## config.mk

```make
export PLATFORM = sky130hd
export DESIGN_NAME = stack_unit_flat
export DESIGN_NICKNAME = d
export VERILOG_FILES = /design/src/rtl/stack_pkg.sv /design/src/rtl/stack_unit_if.sv /design/src/rtl/stack_ram.sv /design/src/rtl/stack_unit.sv /design/src/flat_wrapper.sv
export SDC_FILE = /design/constraint.sdc
export NUM_CORES = 1
export LEC_CHECK = 0
export CORE_MARGIN = 4
export CORE_UTILIZATION = 46
export CTS_CLUSTER_DIAMETER = 40
export DETAILED_ROUTE_END_ITERATION = 6
export DONT_BUFFER_PORTS = 1
export PLACE_DENSITY = 0.61
export SLEW_MARGIN = 5
export SYNTH_ARGS = -nofsm -noshare
export SYNTH_HDL_FRONTEND = slang
export SYNTH_HIERARCHICAL = 1
export SYNTH_SLANG_ARGS = --single-unit
```

## constraint.sdc

```tcl
create_clock -name clk -period 3.5 [get_ports clk]
set_input_delay 0.35 -clock clk [delete_from_list [all_inputs] [get_ports clk]]
set_output_delay 0.35 -clock clk [all_outputs]
set_load 0.01 [all_outputs]
```

## src/rtl/stack_pkg.sv

```systemverilog
// Shared constants and op decode for the operand stack (stack_unit).
package stack_pkg;

  localparam int unsigned STACK_WIDTH = 8;
  localparam int unsigned STACK_DEPTH = 8;

  typedef enum logic [1:0] {
    OP_NOP     = 2'b00,
    OP_PUSH    = 2'b10,
    OP_POP     = 2'b01,
    OP_REPLACE = 2'b11
  } stack_op_e;

  function automatic int unsigned cnt_width(input int unsigned depth);
    return $clog2(depth + 1);
  endfunction

  // Address width of the below-TOS array (DEPTH-1 words), never less than 1.
  function automatic int unsigned addr_width(input int unsigned depth);
    return (depth - 1 > 1) ? $clog2(depth - 1) : 1;
  endfunction

endpackage

```

## src/rtl/stack_unit_if.sv

```systemverilog
// Controller-to-stack bundle: push/pop strobes, data in, TOS and status out.
interface stack_unit_if
  import stack_pkg::*;
#(
  parameter int unsigned WIDTH = STACK_WIDTH,
  parameter int unsigned DEPTH = STACK_DEPTH
);
  localparam int unsigned CNT_W = cnt_width(DEPTH);

  logic             push;
  logic             pop;
  logic [WIDTH-1:0] din;
  logic             err_clr;
  logic [WIDTH-1:0] tos;
  logic             empty;
  logic             full;
  logic [CNT_W-1:0] count;
  logic             overflow;
  logic             underflow;

  modport master (
    output push, pop, din, err_clr,
    input  tos, empty, full, count, overflow, underflow
  );

  modport slave (
    input  push, pop, din, err_clr,
    output tos, empty, full, count, overflow, underflow
  );
endinterface

```

## src/rtl/stack_ram.sv

```systemverilog
// Below-TOS storage: synchronous write, asynchronous read, no reset.
module stack_ram #(
  parameter int unsigned WIDTH = 8,
  parameter int unsigned WORDS = 7,
  parameter int unsigned AW    = 3
) (
  input  logic             clk,
  input  logic             we,
  input  logic [AW-1:0]    waddr,
  input  logic [WIDTH-1:0] wdata,
  input  logic [AW-1:0]    raddr,
  output logic [WIDTH-1:0] rdata
);
  logic [WIDTH-1:0] mem [WORDS];

  always_ff @(posedge clk) begin
    if (we) mem[waddr] <= wdata;
  end

  assign rdata = mem[raddr];
endmodule

```

## src/rtl/stack_unit.sv

```systemverilog
// Operand stack with registered TOS cache over a small array.
// Define STACK_ERR_STICKY_EN to make overflow/underflow sticky until err_clr.
module stack_unit
  import stack_pkg::*;
#(
  parameter int unsigned WIDTH = STACK_WIDTH,
  parameter int unsigned DEPTH = STACK_DEPTH
) (
  input  logic        clk,
  input  logic        rst,
  stack_unit_if.slave bus
);
  localparam int unsigned CNT_W = cnt_width(DEPTH);
  localparam int unsigned AW    = addr_width(DEPTH);

  stack_op_e        op;
  logic [WIDTH-1:0] tos_r;
  logic [CNT_W-1:0] count_r;
  logic             ovf_r;
  logic             unf_r;
  logic             full_w;
  logic             empty_w;
  logic             ovf_evt;
  logic             unf_evt;
  logic             ram_we;
  logic [AW-1:0]    waddr;
  logic [AW-1:0]    raddr;
  logic [WIDTH-1:0] rdata;

  assign op      = stack_op_e'({bus.push, bus.pop});
  assign full_w  = (count_r == CNT_W'(DEPTH));
  assign empty_w = (count_r == '0);
  assign ovf_evt = (op == OP_PUSH) && full_w;
  assign unf_evt = ((op == OP_POP) || (op == OP_REPLACE)) && empty_w;

  // Old TOS spills to array[count-1]; the entry below TOS sits at count-2.
  assign ram_we = (op == OP_PUSH) && !full_w && !empty_w;
  assign waddr  = AW'(count_r - CNT_W'(1));
  assign raddr  = AW'(count_r - CNT_W'(2));

  stack_ram #(
    .WIDTH (WIDTH),
    .WORDS (DEPTH - 1),
    .AW    (AW)
  ) u_ram (
    .clk   (clk),
    .we    (ram_we),
    .waddr (waddr),
    .wdata (tos_r),
    .raddr (raddr),
    .rdata (rdata)
  );

  always_ff @(posedge clk or negedge rst) begin
    if (!rst) begin
      tos_r   <= '0;
      count_r <= '0;
    end else begin
      case (op)
        OP_PUSH: if (!full_w) begin
          tos_r   <= bus.din;
          count_r <= count_r + CNT_W'(1);
        end
        OP_POP: if (!empty_w) begin
          tos_r   <= (count_r >= CNT_W'(2)) ? rdata : '0;
          count_r <= count_r - CNT_W'(1);
        end
        OP_REPLACE: if (!empty_w) tos_r <= bus.din;
        default: ;
      endcase
    end
  end

`ifdef STACK_ERR_STICKY_EN
  always_ff @(posedge clk or negedge rst) begin
    if (!rst) begin
      ovf_r <= 1'b0;
      unf_r <= 1'b0;
    end else begin
      ovf_r <= ovf_evt | (ovf_r & ~bus.err_clr);
      unf_r <= unf_evt | (unf_r & ~bus.err_clr);
    end
  end
`else
  logic unused_err_clr;
  assign unused_err_clr = bus.err_clr;

  always_ff @(posedge clk or negedge rst) begin
    if (!rst) begin
      ovf_r <= 1'b0;
      unf_r <= 1'b0;
    end else begin
      ovf_r <= ovf_evt;
      unf_r <= unf_evt;
    end
  end
`endif

  assign bus.tos       = tos_r;
  assign bus.count     = count_r;
  assign bus.empty     = empty_w;
  assign bus.full      = full_w;
  assign bus.overflow  = ovf_r;
  assign bus.underflow = unf_r;
endmodule

```

## src/flat_wrapper.sv

```systemverilog
// flat-port wrapper written by rule: the top's interface ports become plain ports
module stack_unit_flat import stack_pkg::*;
#(
  parameter int unsigned WIDTH = STACK_WIDTH,
  parameter int unsigned DEPTH = STACK_DEPTH
)
  (clk, rst, bus_push, bus_pop, bus_din, bus_err_clr, bus_tos, bus_empty, bus_full, bus_count, bus_overflow, bus_underflow);
  stack_unit_if #(.WIDTH(WIDTH), .DEPTH(DEPTH)) bus_i ();
  input  logic clk;
  input  logic rst;
  input wire logic [$bits(bus_i.push)-1:0] bus_push;
  input wire logic [$bits(bus_i.pop)-1:0] bus_pop;
  input wire logic [$bits(bus_i.din)-1:0] bus_din;
  input wire logic [$bits(bus_i.err_clr)-1:0] bus_err_clr;
  output wire logic [$bits(bus_i.tos)-1:0] bus_tos;
  output wire logic [$bits(bus_i.empty)-1:0] bus_empty;
  output wire logic [$bits(bus_i.full)-1:0] bus_full;
  output wire logic [$bits(bus_i.count)-1:0] bus_count;
  output wire logic [$bits(bus_i.overflow)-1:0] bus_overflow;
  output wire logic [$bits(bus_i.underflow)-1:0] bus_underflow;
  assign bus_i.push = bus_push;
  assign bus_i.pop = bus_pop;
  assign bus_i.din = bus_din;
  assign bus_i.err_clr = bus_err_clr;
  assign bus_tos = bus_i.tos;
  assign bus_empty = bus_i.empty;
  assign bus_full = bus_i.full;
  assign bus_count = bus_i.count;
  assign bus_overflow = bus_i.overflow;
  assign bus_underflow = bus_i.underflow;
  stack_unit #(.WIDTH(WIDTH), .DEPTH(DEPTH)) u_core (.clk(clk), .rst(rst), .bus(bus_i));
endmodule
```

==> impl_metrics.toml <==
[status]
status = "finished clean"

[clock_network]
clock_path_buffers = 2
cts_setup_buffers = 0
cts_max_level = 3
cts_tree = "built"
clkSlewWorstSetupHoldPaths_ns = 0.08
cts_root_buf = "clkbuf_8"
worst_skew_pair.late_latency_ns = 0.34
clock-sinks = 70
cts_buffers = 9

[setup_path]
cp_slowest_cell = "inv_1"
cp.arrival_ns = 2.96
critPathKind = "register to register"
start_kind = "register"
path_max_fanout = 32
crit_chain = "inv_1 -> ha_1 -> inv_1 -> buf_4 -> or2b_1 -> o211ai_2 -> o221ai_2 -> a22oi_1 -> a21oi_1"
max_stage_delay_ns = 0.54
crit_top_cell = "inv_1"
crit_required_ns = 3.68
cp_num_buf_inv = 3
crit_family = "buffers and inverters"
crit_path_end_kind = "register"

[detailed_routing]
firstDrtPassIters = 4
ant_nets = 0
drt_wl_total_um = 6490
drt_iter0_markers = 95
drt_drc_violations_left = 0
wl_per_cell_um = 21.0
dr_total_vias = 1792
viasPerCell = 5.80

[power]
power_density_nw_per_um2 = 922
ir_worst_vdd_uv = 444
total_power_w = 0.00323
p_leak_nw = 1.30

[global_routing]
grt-ovfl-total = 0
antenna_found_initial = 0
grt_max_degree = 33
grtUsageTotal_pct = 16.6
grt_pass1_vias = 1873
grt_pass1_wl_um = 10300

[finish]
final_area_um2 = 3500
diodes = 0
area_growth_pct = 9.80
layout-drive-gt1-share_pct = 24.5
mostFrequentLayoutCells = "56 x edfxtp_1, 18 x nor2_1, 17 x mux2i_1"
final_nets = 244
final_common_cell = "edfxtp_1"

[timing]
relSlewSlack_pct = 45.1
setup_viol = 0
grt_setup_unrepaired = "no"
hold_violations = 0
skew_ns = 0.00758
fin_setup_tns_ns = 0
period_share_pct = 79.6
fin_crit_ns = 2.79
report.final.slew_viol_count = 0
worstMarginPinSlew_ns = 0.820
max_freq_mhz = 359

[floorplanning]
die_width_um = 91.3
row_count = 30
start_util_pct = 47.2
io_pins = 29
die_area_um2 = 8340
core-area_um2 = 6760
die_h_um = 91.3

[placed_design]
placed_cell_area_um2 = 3280
gp_congestion = 0.747
io_buffers = 0
dp_hpwl_um = 4240

[logic_synthesis]
netlist_top_cells_area = "edfxtp_1 53%, dfrtp_1 11%, mux2i_1 5.3%"
ys_ff_latch = 70
synth_area_um2 = 3190
ys_seq_area_share_pct = 63.7
synth_edf_count = 56
synth-simple-area-share_pct = 7.80
synth_fa_ha_area_share_pct = 2.74
synth.distinct_cells = 39
synth_ff_type = "edfxtp_1"
syn_nets = 233
synth_top_family_by_area = "compound AO/OA/AOI/OAI gates"
synth_top_area_share_pct = 52.7
synth_largest_area_cell = "edfxtp_1"
muxShareOfSynthArea_pct = 9.09
yosys_warnings = 6
async_reset_ff_share_pct = 20.0
avgSynthCellArea_um2 = 15.0
synth_xor_area_share_pct = 0.823
synthCells = 213
synth_compound_area_share_pct = 12.6

[hold_path]
hold_class = "input pin to register"

[job]
max_cap_violations = 0
==> cell usage after synthesis, types with 2 or more instances <==
| library cell | count |
|---|---|
| nor3_1 | 2 |
| o211ai_2 | 8 |
| nand2_1 | 4 |
| a22oi_1 | 8 |
| ha_1 | 7 |
| xor2_1 | 2 |
| edfxtp_1 | 56 |
| mux2_4 | 8 |
| a21oi_1 | 11 |
| or2b_1 | 2 |
| buf_6 | 4 |
| mux2i_1 | 17 |
| dfrtp_1 | 14 |
| nand2b_1 | 10 |
| nor2_1 | 18 |
| inv_1 | 7 |
| o221ai_2 | 8 |
| buf_2 | 4 |
| o21ai_0 | 3 |
==> where the power goes <==
| group | total (W) | switching [W] | leakage (nW) | internal [W] |
|---|---|---|---|---|
| Combinational | 0.00119 | 0.000696 | 0.528 | 0.000495 |
| Sequential | 0.00134 | 0.000198 | 0.673 | 0.00114 |
| Clock | 0.000700 | 0.000304 | 0.103 | 0.000396 |
| Total | 0.00323 | 0.00120 | 1.30 | 0.00204 |
==> cells by family (layout without fill, tap and decap cells) <==
group | Yosys count | in the layout
AOI/OAI and AO/OA | 44 | 44
buffers and inverters | 17 | 33
and+or+nand+nor | 47 | 47
DFF | 70 | 70
muxes | 25 | 25
xor gates and xnor gates | 3 | 3
adders and majority gates | 7 | 7
==> state kept, by name, summed over array words and instances, names as in the netlist <==
name                  count
u_core/bus.overflow       1
u_core/bus.underflow      1
u_core/bus.tos            8
u_core/bus.count          4
u_core/u_ram/mem         56
==> through the flow <==
step	cells	utilization [%]	hold WS, ns	worst slack (ns)
2_1_floorplan	213	-	0.0544	1.25
3_3_place_gp	292	48.6	0.0550	0.763
3_5_place_dp	292	48.6	0.0550	0.718
4_1_cts	309	51.9	0.137	0.700
5_1_grt	309	51.9	0.125	0.527
6_report	309	51.9	0.151	0.714
==> final timing paths <==
check / startpoint / to / slack, ns / cells past startpoint
min in group asynchronous: rst / u_core/bus.count[2] / 0.55 / 1
max in group asynchronous: rst / u_core/bus.tos[0] / 2.44 / 1
max: u_core/bus.count[1] / u_core/bus.tos[0] / 0.71 / 9
min reg2reg: u_core/bus.tos[7] / u_core/u_ram/mem[2][7] / 0.70 / 0
min: bus_pop / u_core/bus.underflow / 0.15 / 1
max reg2reg: u_core/bus.count[1] / u_core/bus.tos[0] / 0.71 / 9
==> layout make-up <==
class	count	area (um2)
multi-input combinational	126	1060
clock inverter	7	88.8
inverter	7	26.3
fill	559	3250
timing repair buffer	10	77.6
sequential	70	2030
clock buffer	9	124
tap	80	100
==> layer usage <==
| layer | vias to the layer above | track usage, % | part of all wire [%] |
|---|---|---|---|
| li1 | 833 | - | - |
| met1 | 897 | 22.2 | 43 |
| met2 | 53 | 25.9 | 49 |
| met3 | 9 | 4.39 | 6.4 |
| met4 | 0 | 6.78 | 1.5 |
| met5 | - | 0 | 0 |
==> timing repair <==
action                                  in CTS  in global routing
hold endpoints to repair                    14                  0
gates resized for setup                      0                  0
hold buffers                                 1                  0
endpoints found under the setup margin       0                  0
No activity file was read; power rests on OpenSTA's default activity.
